## src/rtl/regfile_writeback_arbiter.sv

```systemverilog
// rtl/regfile_writeback_arbiter.sv - register-file write port merging WB-stage and long-latency writes; optional WB_WAW_SQUASH_EN
module regfile_writeback_arbiter #(
  parameter int DEPTH        = 4,
  parameter int STARVE_LIMIT = 3
) (
  input  logic        CLOCK,
  input  logic        RESET,
  input  logic        ALUWrite_IN,
  input  logic [4:0]  ALUWriteRegister_IN,
  input  logic [31:0] ALUWriteData_IN,
  input  logic        LongValid_IN,
  output logic        LongReady_OUT,
  input  logic [4:0]  LongWriteRegister_IN,
  input  logic [31:0] LongWriteData_IN,
  output logic        WriteEnable_OUT,
  output logic [4:0]  WriteRegister_OUT,
  output logic [31:0] WriteData_OUT,
  output logic [31:0] PendingMask_OUT,
  output logic        StallReq_OUT
);

  localparam int AW = (DEPTH > 1) ? $clog2(DEPTH) : 1;
  localparam int CW = $clog2(STARVE_LIMIT + 1);
  localparam logic [CW-1:0] LIMIT = CW'(STARVE_LIMIT);

  // FIFO storage; occupancy is tracked per slot so full/empty fall out of the pointers' slots
  logic [4:0]       reg_q [DEPTH];
  logic [31:0]      dat_q [DEPTH];
  logic [DEPTH-1:0] vld_q, vld_d;
  logic [DEPTH-1:0] dead_q, dead_d;
  logic [DEPTH-1:0] squash_hit;
  logic [AW-1:0]    rd_q, rd_d, wr_q, wr_d;
  logic [CW-1:0]    starve_q, starve_d;
  logic             we_q, we_d, stall_q, stall_d;
  logic [4:0]       wreg_q, wreg_d;
  logic [31:0]      wdat_q, wdat_d;
  logic             alu_eff, push, pop, fifo_full, fifo_empty;

  // Handshake and arbitration: an effective ALU write always wins the port
  always_comb begin
    alu_eff       = ALUWrite_IN && (ALUWriteRegister_IN != 5'd0);
    fifo_full     = vld_q[wr_q];
    fifo_empty    = !vld_q[rd_q];
    LongReady_OUT = !fifo_full && !RESET;
    push          = LongValid_IN && LongReady_OUT && (LongWriteRegister_IN != 5'd0);
    pop           = !alu_eff && !fifo_empty;
  end

`ifdef WB_WAW_SQUASH_EN
  // Buffered entries overwritten by this cycle's ALU write become dead
  always_comb begin
    squash_hit = '0;
    for (int i = 0; i < DEPTH; i++) begin
      squash_hit[i] = alu_eff && vld_q[i] && (reg_q[i] == ALUWriteRegister_IN);
    end
  end
`else
  // Without squashing every buffered entry writes when popped
  always_comb begin
    squash_hit = '0;
  end
`endif

  // Next state for FIFO occupancy, write port, and starvation tracking
  always_comb begin
    vld_d  = vld_q;
    dead_d = dead_q | squash_hit;
    rd_d   = rd_q;
    wr_d   = wr_q;
    we_d   = 1'b0;
    wreg_d = wreg_q;
    wdat_d = wdat_q;
    if (pop) begin
      vld_d[rd_q]  = 1'b0;
      dead_d[rd_q] = 1'b0;
      rd_d         = rd_q + AW'(1);
    end
    if (push) begin
      vld_d[wr_q]  = 1'b1;
      dead_d[wr_q] = 1'b0;
      wr_d         = wr_q + AW'(1);
    end
    if (alu_eff) begin
      we_d   = 1'b1;
      wreg_d = ALUWriteRegister_IN;
      wdat_d = ALUWriteData_IN;
    end else if (pop && !dead_q[rd_q]) begin
      we_d   = 1'b1;
      wreg_d = reg_q[rd_q];
      wdat_d = dat_q[rd_q];
    end
    if (fifo_empty || pop) begin
      starve_d = '0;
    end else if (starve_q != LIMIT) begin
      starve_d = starve_q + CW'(1);
    end else begin
      starve_d = starve_q;
    end
    stall_d = (starve_d == LIMIT);
  end

  // Pending mask reflects only live, non-dead registered entries
  always_comb begin
    PendingMask_OUT = '0;
    for (int i = 0; i < DEPTH; i++) begin
      if (vld_q[i] && !dead_q[i]) begin
        PendingMask_OUT[reg_q[i]] = 1'b1;
      end
    end
  end

  // Control and output registers; reset discards all buffered entries
  always_ff @(posedge CLOCK or posedge RESET) begin
    if (RESET) begin
      vld_q    <= '0;
      dead_q   <= '0;
      rd_q     <= '0;
      wr_q     <= '0;
      starve_q <= '0;
      we_q     <= 1'b0;
      wreg_q   <= '0;
      wdat_q   <= '0;
      stall_q  <= 1'b0;
    end else begin
      vld_q    <= vld_d;
      dead_q   <= dead_d;
      rd_q     <= rd_d;
      wr_q     <= wr_d;
      starve_q <= starve_d;
      we_q     <= we_d;
      wreg_q   <= wreg_d;
      wdat_q   <= wdat_d;
      stall_q  <= stall_d;
    end
  end

  // Payload storage needs no reset; slots are only read while marked valid
  always_ff @(posedge CLOCK) begin
    if (push) begin
      reg_q[wr_q] <= LongWriteRegister_IN;
      dat_q[wr_q] <= LongWriteData_IN;
    end
  end

  assign WriteEnable_OUT   = we_q;
  assign WriteRegister_OUT = wreg_q;
  assign WriteData_OUT     = wdat_q;
  assign StallReq_OUT      = stall_q;

endmodule

```

## config.mk

```make
export PLATFORM = sky130hd
export DESIGN_NAME = regfile_writeback_arbiter
export DESIGN_NICKNAME = d
export VERILOG_FILES = /design/src/rtl/regfile_writeback_arbiter.sv
export SDC_FILE = /design/constraint.sdc
export NUM_CORES = 1
export LEC_CHECK = 0
export ABC_AREA = 1
export BUFFER_PORTS_ARGS = -buffer_cell sky130_fd_sc_hd__buf_2
export CORE_UTILIZATION = 45
export CTS_BUF_LIST = sky130_fd_sc_hd__clkbuf_8
export DETAILED_ROUTE_END_ITERATION = 10
export PLACE_DENSITY_LB_ADDON = 0.12
export SYNTH_ARGS = -nofsm -noshare
export SYNTH_HDL_FRONTEND = slang
export SYNTH_SLANG_ARGS = --single-unit
```

## constraint.sdc

```tcl
create_clock -name CLOCK -period 4.3 [get_ports CLOCK]
set_input_delay 0.645 -clock CLOCK [delete_from_list [all_inputs] [get_ports CLOCK]]
set_output_delay 0.645 -clock CLOCK [all_outputs]
set_load 0.05 [all_outputs]
```

* Yosys cells after proc, flatten, opt, wreduce, memory -nomap -nowiden
Memory sizes are Yosys's and may differ from the RTL's.
Index checks and enable logic that the tools add are counted.
** Word-level totals
- Register bits after elaboration :: 53
- Latch bits :: 0
- Memory bits (writable) :: 148
- Memory bits (read-only) :: 0
- Output and inout port bits :: 72
- Word-level logic and storage cells :: 102
- Memories :: 2
** Memories
- dat_q :: depth 4, bits a word 32, rd ports 1, clocked after memory_dff 0, wr ports 1, line 28 : logic [31:0] dat_q [DEPTH];
- reg_q :: depth 4, bits a word 5, rd ports 5, clocked after memory_dff 0, wr ports 1, line 27 : logic [4:0] reg_q [DEPTH];
** Cells by class
- Add/sub/neg operators :: 3
- $mul :: 0
- Divide/modulo/power cells :: 0
- Order comparisons :: 12
- Equality and inequality tests :: 2
- Shifts and indexed selects :: 0
- Muxes and demuxes :: 36
- Bitwise operators :: 9
- Reductions and logical operators :: 29
** Operators with widths (count)
- $mux 32 :: 6
- $or 32x32->32 :: 3
- $lt 5x6->1 const B :: 4
- $demux 1 s5 :: 4
- $ge 5x1->1 const B :: 4
- $logic_and 1x1->1 :: 16
- $mux 4 :: 4
- $mux 1 :: 13
- $and 4x4->4 :: 3
- $mux 5 :: 2
- $reduce_bool 5->1 :: 2
- $logic_not 1->1 :: 9
- $not 4->4 :: 2
- $add 2x1->2 const B :: 3
- $bmux 1 s2 :: 3
- $lt 2x3->1 const B :: 2
- $demux 1 s2 :: 2
- $ge 2x1->1 const B :: 2
- $mux 2 :: 2
- $or 4x4->4 :: 1
- $eq 2x2->1 const B :: 1
- $ne 2x2->1 const B :: 1
- $reduce_bool 2->1 :: 1
- $logic_or 1x1->1 :: 1

* Depth between registers and ports, before layout
Gate-level depths: netlist of run 1.
An unclocked memory read counts as a cell.
- Depth in word-level cells :: 12
- Depth in mapped cells :: 11

* Worst setup path after synthesis of run 1
Ideal clock, no wire load.
- Path kind :: input-to-reg
- From :: input RESET
- To :: memory dat_q[0][0] (enable)
- Data arrival time :: 4.781 ns
- Data required time :: 3.821 ns
- Slack :: -0.961 ns
- Stages on the path :: 3
- Cells stage by stage :: inv_1 nand2_1 nor3_1
** On the way
- Cells in the longest elaborated chain, start to end :: 6
** RTL lines
- start, declared :: line 7 : input logic RESET,
- $logic_not 1->1 (no source line)
- $logic_and 1x1->1 :: line 44 : LongReady_OUT = !fifo_full && !RESET;
- $logic_and 1x1->1 (2 in a row) :: line 45 : push = LongValid_IN && LongReady_OUT && (LongWriteRegister_IN != 5'd0);
- $mux 1 :: line 139 : if (push) begin
- $mux 1 (implied by the code) :: line 141 : dat_q[wr_q] <= LongWriteData_IN;
- end, declared :: line 28
Every way passes these cells.

==> results of run 1 <==
worst max-delay path: stages (launching register included):
cell and delay [ps]:
edfxtp_1 390, inv_1 130, nor3_1 660, nand4_1 220, nand4_1 160, buf_2 280
routing by layer:
| metal | wire [um] | vias to the layer above | global-route usage, % |
|---|---|---|---|
| li1 | - | 4121 | - |
| met1 | 11500 | 3879 | 30.9 |
| met2 | 12700 | 286 | 39.6 |
| met5 | 0 | - | 0 |
| met3 | 1590 | 63 | 3.95 |
| met4 | 872 | 0 | 9.77 |
registers in the layout, indices dropped and copies added (netlist names):
name,flops
WriteEnable_OUT,1
dead_q,4
dat_q,128
StallReq_OUT,1
reg_q,20
rd_q,2
vld_q,4
WriteData_OUT,32
wr_q,2
starve_q,2
WriteRegister_OUT,5
final cells by class:
type | instances | share of cell area, %
Antenna cell | 1 | 0.0214
Clock buffer | 38 | 4.47
Inverter | 130 | 4.22
Clock inverter | 23 | 0.846
Multi-Input combinational cell | 801 | 30.7
Tap cell | 280 | 3.00
Sequential cell | 201 | 49.4
Timing Repair Buffer | 161 | 7.36
worst paths after layout:
kind                                            endpoint  slack [ps]
min in group CLOCK                dat_q[1][13]$_DFFE_PP_         340
setup reg to reg           WriteData_OUT[15]$_DFFE_PP0P_        1540
setup / recovery                     PendingMask_OUT[27]        1320
max in group asynchronous            rd_q[0]$_DFFE_PP0N_        3420
hold / removal                    StallReq_OUT$_DFF_PP0_         340
hold reg to reg                    starve_q[0]$_DFF_PP0_         440
cell families after synthesis:
| family | count (synthesis) | share of synthesized area, % |
|---|---|---|
| AO/OA/AOI/OAI | 49 | 2.76 |
| flip-flops | 201 | 56.9 |
| buffers and inverters | 179 | 7.98 |
| AND/OR/NAND/NOR | 743 | 31.3 |
| XOR/XNOR | 1 | 0.0863 |
| adder cells (fa/ha/maj) | 8 | 0.986 |
placed cells by master (no fill, tap or decap), drive strengths merged, types with 14 or more instances in the layout:
master / count
inv: 145
nand3: 172
or2: 40
o21ai: 17
dfrtp: 53
buf: 161
nand2: 390
nor2: 121
edfxtp: 148
clkbuf: 38
o22ai: 14
power by group:
group / switching, mW / internal [mW]
sequential: 0.315 / 2.44
combinational: 2.17 / 0.769
clock: 0.752 / 0.813
==> impl_results.md, run 1 <==
- Post-cts hold buffer count: 0
- Critical R2R Launch: rd_q[0]$_DFFE_PP0N_
- Static Leak: 5.70 nW
- Largest net degree at the start of global routing: 77
- Total CTS buffers: 35
- CP Class: reg -> out
- Initial antenna violation count: 0
- Failing checks: design-rule violations
- Worst Path Arrival: 2330 ps
- Vias: 8349
- WL/cell: 16.3 um
- GP Congestion: 0.973
- Setup slack at placement: 1540 ps
- Cells after Synth: 1181
- Hold_ws: 339 ps
- Setup Skew: 32.6 ps
- Ratio of cells with drive above 1 in the final layout: 18.2%
- Post-synth top cells: 386 x nand2_1, 170 x nand3_1, 148 x edfxtp_1, 127 x inv_1, 120 x nor2_1
- Hold Vio Cnt, Final: 0
- Port Buffer Count: 149
- Unrepaired setup endpoints after global routing: false
- Relative slew slack: 39.7%
- Worst Setup Start Kind: register
- Clk slew on worst S/H paths: 50 ps
- First-pass DRT Iterations: 8
- Max-cap violations: 0
- Core Area: 22000 um^2
- Count of final setup violators: 0
- Max Fanout on Critical Path: 6
- FMAX: 336 MHz
- Initial Util: 46.2%
- Crit path from: reg_q[3][3]$_DFFE_PP_
- Nets: 1416
- Routed WL: 26.7 mm
- Warnings from Yosys: 0
- Area growth syn-to-layout: 15.2%
- Worst Setup End Kind: output port
- Least-Margin Pin Slew: 900 ps
- Post-CTS Setup Inserts: 0
- Ratio of total power to cell area: 621 nW/um^2
- Mean Syn Cell Area: 8.59 um^2
- Netlist Area Pre-Place: 10100 um^2
- Footprint of the multi-input gates: 3590 um^2
- Reg2Reg Depth: 8
- #FFs+latches synth: 201
- Post-DP HPWL: 17.9 mm
- Tmin final: 2980 ps
- CTS Root Cell: clkbuf_8
- Count leader, synth: nand2_1
- VDD IR-drop max: 542 uV
- Post-Layout Cell Count: 1635
- Placed Instances: 1573
- Leading area contributor after synthesis: edfxtp_1
- Die width: 152 um
- Asr flop ratio synth: 26.4%
- Clock Path Buffers: 3
- Final TNS setup: 0 ps
- Main flop type after synthesis: edfxtp_1
- GRT Total Usage: 23.8%
- Critical Path RT: 3650 ps
- Synth Net Count: 1267
- Seq/Total Area, Yosys: 56.9%
- Post-DP Area: 11100 um^2
- Die ar.: 23200 um^2
- Synth area leaders: edfxtp_1 44%, nand2_1 14%, dfrtp_1 13%
- Number of H-tree levels: 2
- DRC: 24
- Clock sinks: 201
- Hold Crit Class: in -> async
- Ports: 150
- Slew Viols, Final: 0
- Post_cts resized: 0
- Status: finished, violations left
- FF+latch area: 5770 um^2
- GRT overflow: 0
- Worst setup margin: 1320 ps
- Synth top area share: 43.8%
- Total design power: 7.26 mW
- Post-route antenna net violation count: 0
- Global-route wire length before repair: 43.1 mm
- Filler Cells Inserted: 2099
- CTS tree: yes
- Core Util, Final: 53.2%
- Via-per-instance ratio: 5.11
- Period Utilization, post-route: 69.3%
- Number of global-route vias before repair: 7981
- Post-synth EDFFs: 148
- 1st-iter DRT viols: 448
- Yosys cell types: 32
- Row count: 54
- Die Y: 152 um
- Final instance area: 11700 um^2
- Clk Latency, worst-skew pair: 520 ps
Note: power is estimated with default switching activity, not from simulation.
==> inputs of run 2 (changes only) <==
- clock period: 4.3 -> 3 ns (I/O delays scaled with it)
==> run 2 against run 1 <==
  * The flow still finishes with violations (design-rule violations)
  * Final cell count up 0.86%
  * Critical path depth is 3 higher
  * Global-route usage rose by 0.33 points
  * Sequential power up 37%
  * Die area unchanged
  * Critical path type unchanged
  * Largest power group unchanged
  * Highest routed layer unchanged
==> impl_results.md, run 2 (synthesis results as in run 1) <==
- Largest net degree at the start of global routing: 76
- Clk Latency, worst-skew pair: 530 ps
- Most frequent cells in the layout: 386 x nand2_1, 170 x nand3_1, 149 x buf_2
- Nets: 1422
- Clock sinks: 201
- DRC: 28
- Die width: 152 um
- Placed Instances: 1579
- CTS Root Cell: clkbuf_8
- CTS tree: yes
- Static Leak: 5.76 nW
- Clock Path Buffers: 3
- Clk slew on worst S/H paths: 60 ps
- GRT Total Usage: 24.1%
- Initial antenna violation count: 6
- Die ar.: 23200 um^2
- Setup Skew: 27.8 ps
- Slew Viols, Final: 0
- Worst Setup Start Kind: register
- Vias: 8407
- Final instance area: 11800 um^2
- WL/cell: 16.5 um
- Max-cap violations: 0
- Hold path depth: 1
- Slowest CP cell: nor3_1
- Via-per-instance ratio: 5.10
- Critical Path RT: 2550 ps
- Period Utilization, post-route: 92.3%
- FMAX: 361 MHz
- Post_cts resized: 0
- First-pass DRT Iterations: 9
- Reg2Reg Depth: 9
- Worst reg2reg setup slack: 890 ps
- Max Fanout on Critical Path: 5
- Area growth syn-to-layout: 16.1%
- Core Area: 22000 um^2
- Post-route antenna net violation count: 0
- Routed WL: 27.2 mm
- Total design power: 10.5 mW
- Post-DP HPWL: 18.2 mm
- Commonest non-fill, non-tap cell in the layout: nand2_1
- GP Congestion: 0.969
- GRT overflow: 0
- Total CTS buffers: 35
- Least-Margin Pin Slew: 894 ps
- Post-CTS Setup Inserts: 0
- CP cell instances: inv_1 > nand2_1 > nor3_1 > nand2_1 > nand2_1 > nor2_1 > o21ai_0 > buf_2
- Count of final setup violators: 0
- Worst path most repeated cell: nand2_1
- Status: finished, violations left
- Global-route wire length before repair: 43.6 mm
- Largest register FFs: 128
- Failing checks: design-rule violations
- Ratio of cells with drive above 1 in the final layout: 18.6%
- Hold Crit Start: LongWriteData_IN[24]
- Post-Layout Cell Count: 1649
- Worst Path Arrival: 2320 ps
- CP max stage delay: 690 ps
- Post-cts hold buffer count: 0
- Largest register by flop count: dat_q
- Final TNS setup: 0 ps
- Relative slew slack: 39.9%
- Hold endpoint: dat_q[0][24]$_DFFE_PP_
- 1st-iter DRT viols: 627
- Initial Util: 46.2%
- Row count: 54
- VDD IR-drop max: 615 uV
- Die Y: 152 um
- Unrepaired setup endpoints after global routing: false
- Ports: 150
- Critical R2R Launch: rd_q[1]$_DFFE_PP0N_
- Post-DP Area: 11100 um^2
- Worst Setup End Kind: output port
- Hold Crit Class: in -> reg
- CP Class: reg -> out
- Hold Vio Cnt, Final: 0
- Port Buffer Count: 149
- Ratio of total power to cell area: 891 nW/um^2
- Worst reg2reg path endpoint: WriteData_OUT[2]$_DFFE_PP0P_
- Number of global-route vias before repair: 8015
- Tmin final: 2770 ps
- Number of H-tree levels: 2
## run 2: worst max-delay path by stage
stage                                  to                 from  slack (ps)  depth (start not counted)
finish                PendingMask_OUT[14]  dead_q[1]$_DFF_PP0_         230                          8
global route           PendingMask_OUT[1]   vld_q[2]$_DFF_PP0_          40                          7
CTS                   PendingMask_OUT[25]   vld_q[2]$_DFF_PP0_         270                          7
detailed placement    PendingMask_OUT[25]   vld_q[2]$_DFF_PP0_         830                          7
global placement      PendingMask_OUT[25]   vld_q[2]$_DFF_PP0_         790                          7
floorplan           dat_q[0][0]$_DFFE_PP_                RESET         120                          3
## run 2: power by group
part / internal [mW] / leakage [nW] / switching (mW)
clock network: 1.20 / 0.386 / 1.07
registers: 3.50 / 1.99 / 0.284
logic: 1.14 / 3.38 / 3.31
total: 5.84 / 5.76 / 4.67
## run 2: worst max-delay path, delay by kind of cell, from the launching register on
| kind | cells | cell delay [ps] |
|---|---|---|
| buf+inv | 2 | 360 |
| simple gates | 5 | 980 |
| flops | 1 | 410 |
| compound gates | 1 | 60 |
## run 2: cell type report
class | instances | area [um^2]
Fill cell | 2056 | 10200
Sequential cell | 201 | 5770
Multi-Input combinational cell | 801 | 3610
Timing Repair Buffer | 167 | 893
Clock buffer | 39 | 537
Inverter | 130 | 497
Tap cell | 280 | 350
Clock inverter | 24 | 104
Antenna cell | 7 | 17.5
## run 2: layer usage
layer	vias to the layer above	part of all wire [%]	GRT usage, %
met1	3907	45	32.2
met5	-	0	0
li1	4146	-	-
met4	0	2.4	8.16
met2	305	46	39.1
met3	49	7.1	5.03
## run 2: metrics by stage
step | setup WS (ps) | utilization, % | hold slack [ps]
finish | 230 | 53.7 | 134
global route | 41.3 | 53.6 | 122
CTS | 273 | 53.6 | 113
detailed placement | 833 | 50.7 | 459
global placement | 794 | 50.7 | 438
floorplan | 122 | - | 424
==> inputs of run 3 (changes only) <==
- clock period: 3 -> 2.3 ns (I/O delays scaled with it)
==> run 3 against run 2 <==
  * The run still ends with design-rule violations left
  * Via count grew 2.8%
  * Global-route usage shrank 0.41 points
  * Die area is the same
  * Power grew 36%
  * Worst setup slack lost 170 ps
  * Non-clock buffer count grew 36
  * Sequential share of layout area shrank 3.0 points
==> impl_results.md, run 3 (synthesis results as in run 1) <==
- Status: finished, violations left
- Failing checks: design-rule violations
- Period Utilization, post-route: 97.5%
- Clock Path Buffers: 3
- Relative slew slack: 50.5%
- Ratio of cells with drive above 1 in the final layout: 25.3%
- CTS tree: yes
- Ratio of total power to cell area: 1140 nW/um^2
- Row count: 54
- Number of global-route vias before repair: 8208
- WL/cell: 16.3 um
- CTS Root Cell: clkbuf_8
- Number of H-tree levels: 2
- Core Util, Final: 57.2%
- Setup Skew: 30.9 ps
- Ports: 150
- Commonest non-fill, non-tap cell in the layout: nand2_1
- Vias: 8646
- Post-Layout Cell Count: 1683
- Clock sinks: 201
- Initial Util: 46.2%
- Post-cts hold buffer count: 0
- Largest register by flop count: dat_q
- Max-cap violations: 0
- Total design power: 14.3 mW
- Max Fanout on Critical Path: 5
- Via-per-instance ratio: 5.14
- First-pass DRT Iterations: 8
- Setup slack at placement: 294 ps
- Worst setup margin: 57.1 ps
- Unrepaired setup endpoints after global routing: true
- Die Y: 152 um
- Core Area: 22000 um^2
- Largest net degree at the start of global routing: 117
- Routed WL: 27.4 mm
- Post-DP HPWL: 18.0 mm
- Critical Path RT: 1960 ps
- Total CTS buffers: 37
- Worst Path Arrival: 1900 ps
- Count of final setup violators: 0
- Slew Viols, Final: 0
- Worst Setup Start Kind: register
- GRT overflow: 0
- Most frequent cells in the layout: 382 x nand2_1, 153 x nand3_1, 148 x edfxtp_1
- Global-route wire length before repair: 43.3 mm
- Hold Vio Cnt, Final: 0
- GP Congestion: 0.983
- Nets: 1460
- Static Leak: 6.01 nW
- Tmin final: 2240 ps
- DRC: 26
- Port Buffer Count: 149
- Placed Instances: 1585
- Die width: 152 um
- Clk slew on worst S/H paths: 60 ps
- Area growth syn-to-layout: 23.7%
- FMAX: 446 MHz
- CP Class: reg -> out
- Post-route antenna net violation count: 0
- VDD IR-drop max: 1010 uV
- Hold Crit Class: in -> reg
- Largest register FFs: 128
- 1st-iter DRT viols: 625
- Clk Latency, worst-skew pair: 520 ps
- GRT Total Usage: 23.7%
- Least-Margin Pin Slew: 743 ps
- Die ar.: 23200 um^2
- Worst Setup End Kind: output port
- Initial antenna violation count: 4
[run 3: path summary, 6_finish.rpt]
| check | from | endpoint | slack, ps | cells after the start |
|---|---|---|---|---|
| worst min register to register | starve_q[0]$_DFF_PP0_ | starve_q[0]$_DFF_PP0_ | 450 | 1 |
| worst min-delay path | LongWriteData_IN[26] | dat_q[0][26]$_DFFE_PP_ | 30 | 1 |
| worst max register to register | rd_q[1]$_DFFE_PP0N_ | WriteData_OUT[26]$_DFFE_PP0P_ | 330 | 8 |
| min in group asynchronous | RESET | WriteData_OUT[12]$_DFFE_PP0P_ | 140 | 3 |
| max in group asynchronous | RESET | rd_q[0]$_DFFE_PP0N_ | 1590 | 3 |
| worst max-delay path | reg_q[0][3]$_DFFE_PP_ | PendingMask_OUT[9] | 60 | 5 |
[run 3: timing repair]
item / CTS / global route
gates resized for setup: 37 / 97
endpoints found under the hold margin: 0 / 0
setup endpoints to repair: 32 / 32
pin swaps: 2 / 13
setup buffers: 5 / 25
[run 3: final cells by class]
class / instances / area, um^2
Clock inverter: 25 / 111
Sequential cell: 201 / 5780
Antenna cell: 1 / 2.50
Clock buffer: 42 / 578
Inverter: 130 / 502
Fill cell: 1981 / 9400
Tap cell: 280 / 350
Multi-Input combinational cell: 801 / 3850
Timing Repair Buffer: 203 / 1380
[run 3: critical path, cell delays in order (launching register included)]
cell	delay [ps]
edfxtp_1	500
buf_4	200
nand3_2	90
o22ai_1	90
or2_2	320
buf_4	190
[run 3: power breakdown]
group	total, mW	internal (mW)	switching, mW
logic	6.21	1.79	4.42
registers	4.97	4.57	0.397
clock network	3.12	1.68	1.45
[run 3: per-stage QoR]
| stage | TNS (ps) | instance area, um^2 | hold slack, ps |
|---|---|---|---|
| after floorplan | -34220 | 10200 | 424 |
| after global placement | 0 | 11300 | 441 |
| after detailed placement | 0 | 11300 | 446 |
| after CTS | 0 | 12100 | 1.83 |
| after global routing | -295 | 12600 | 11.5 |
| final | 0 | 12600 | 31.5 |
[run 3: metal layers]
metal	GRT usage, %	part of all wire (%)	vias to the layer above
met5	0	0.084	-
met4	9.96	2.9	4
met3	5.66	7.5	67
met2	39.6	48	320
met1	29.5	42	4036
li1	-	-	4219
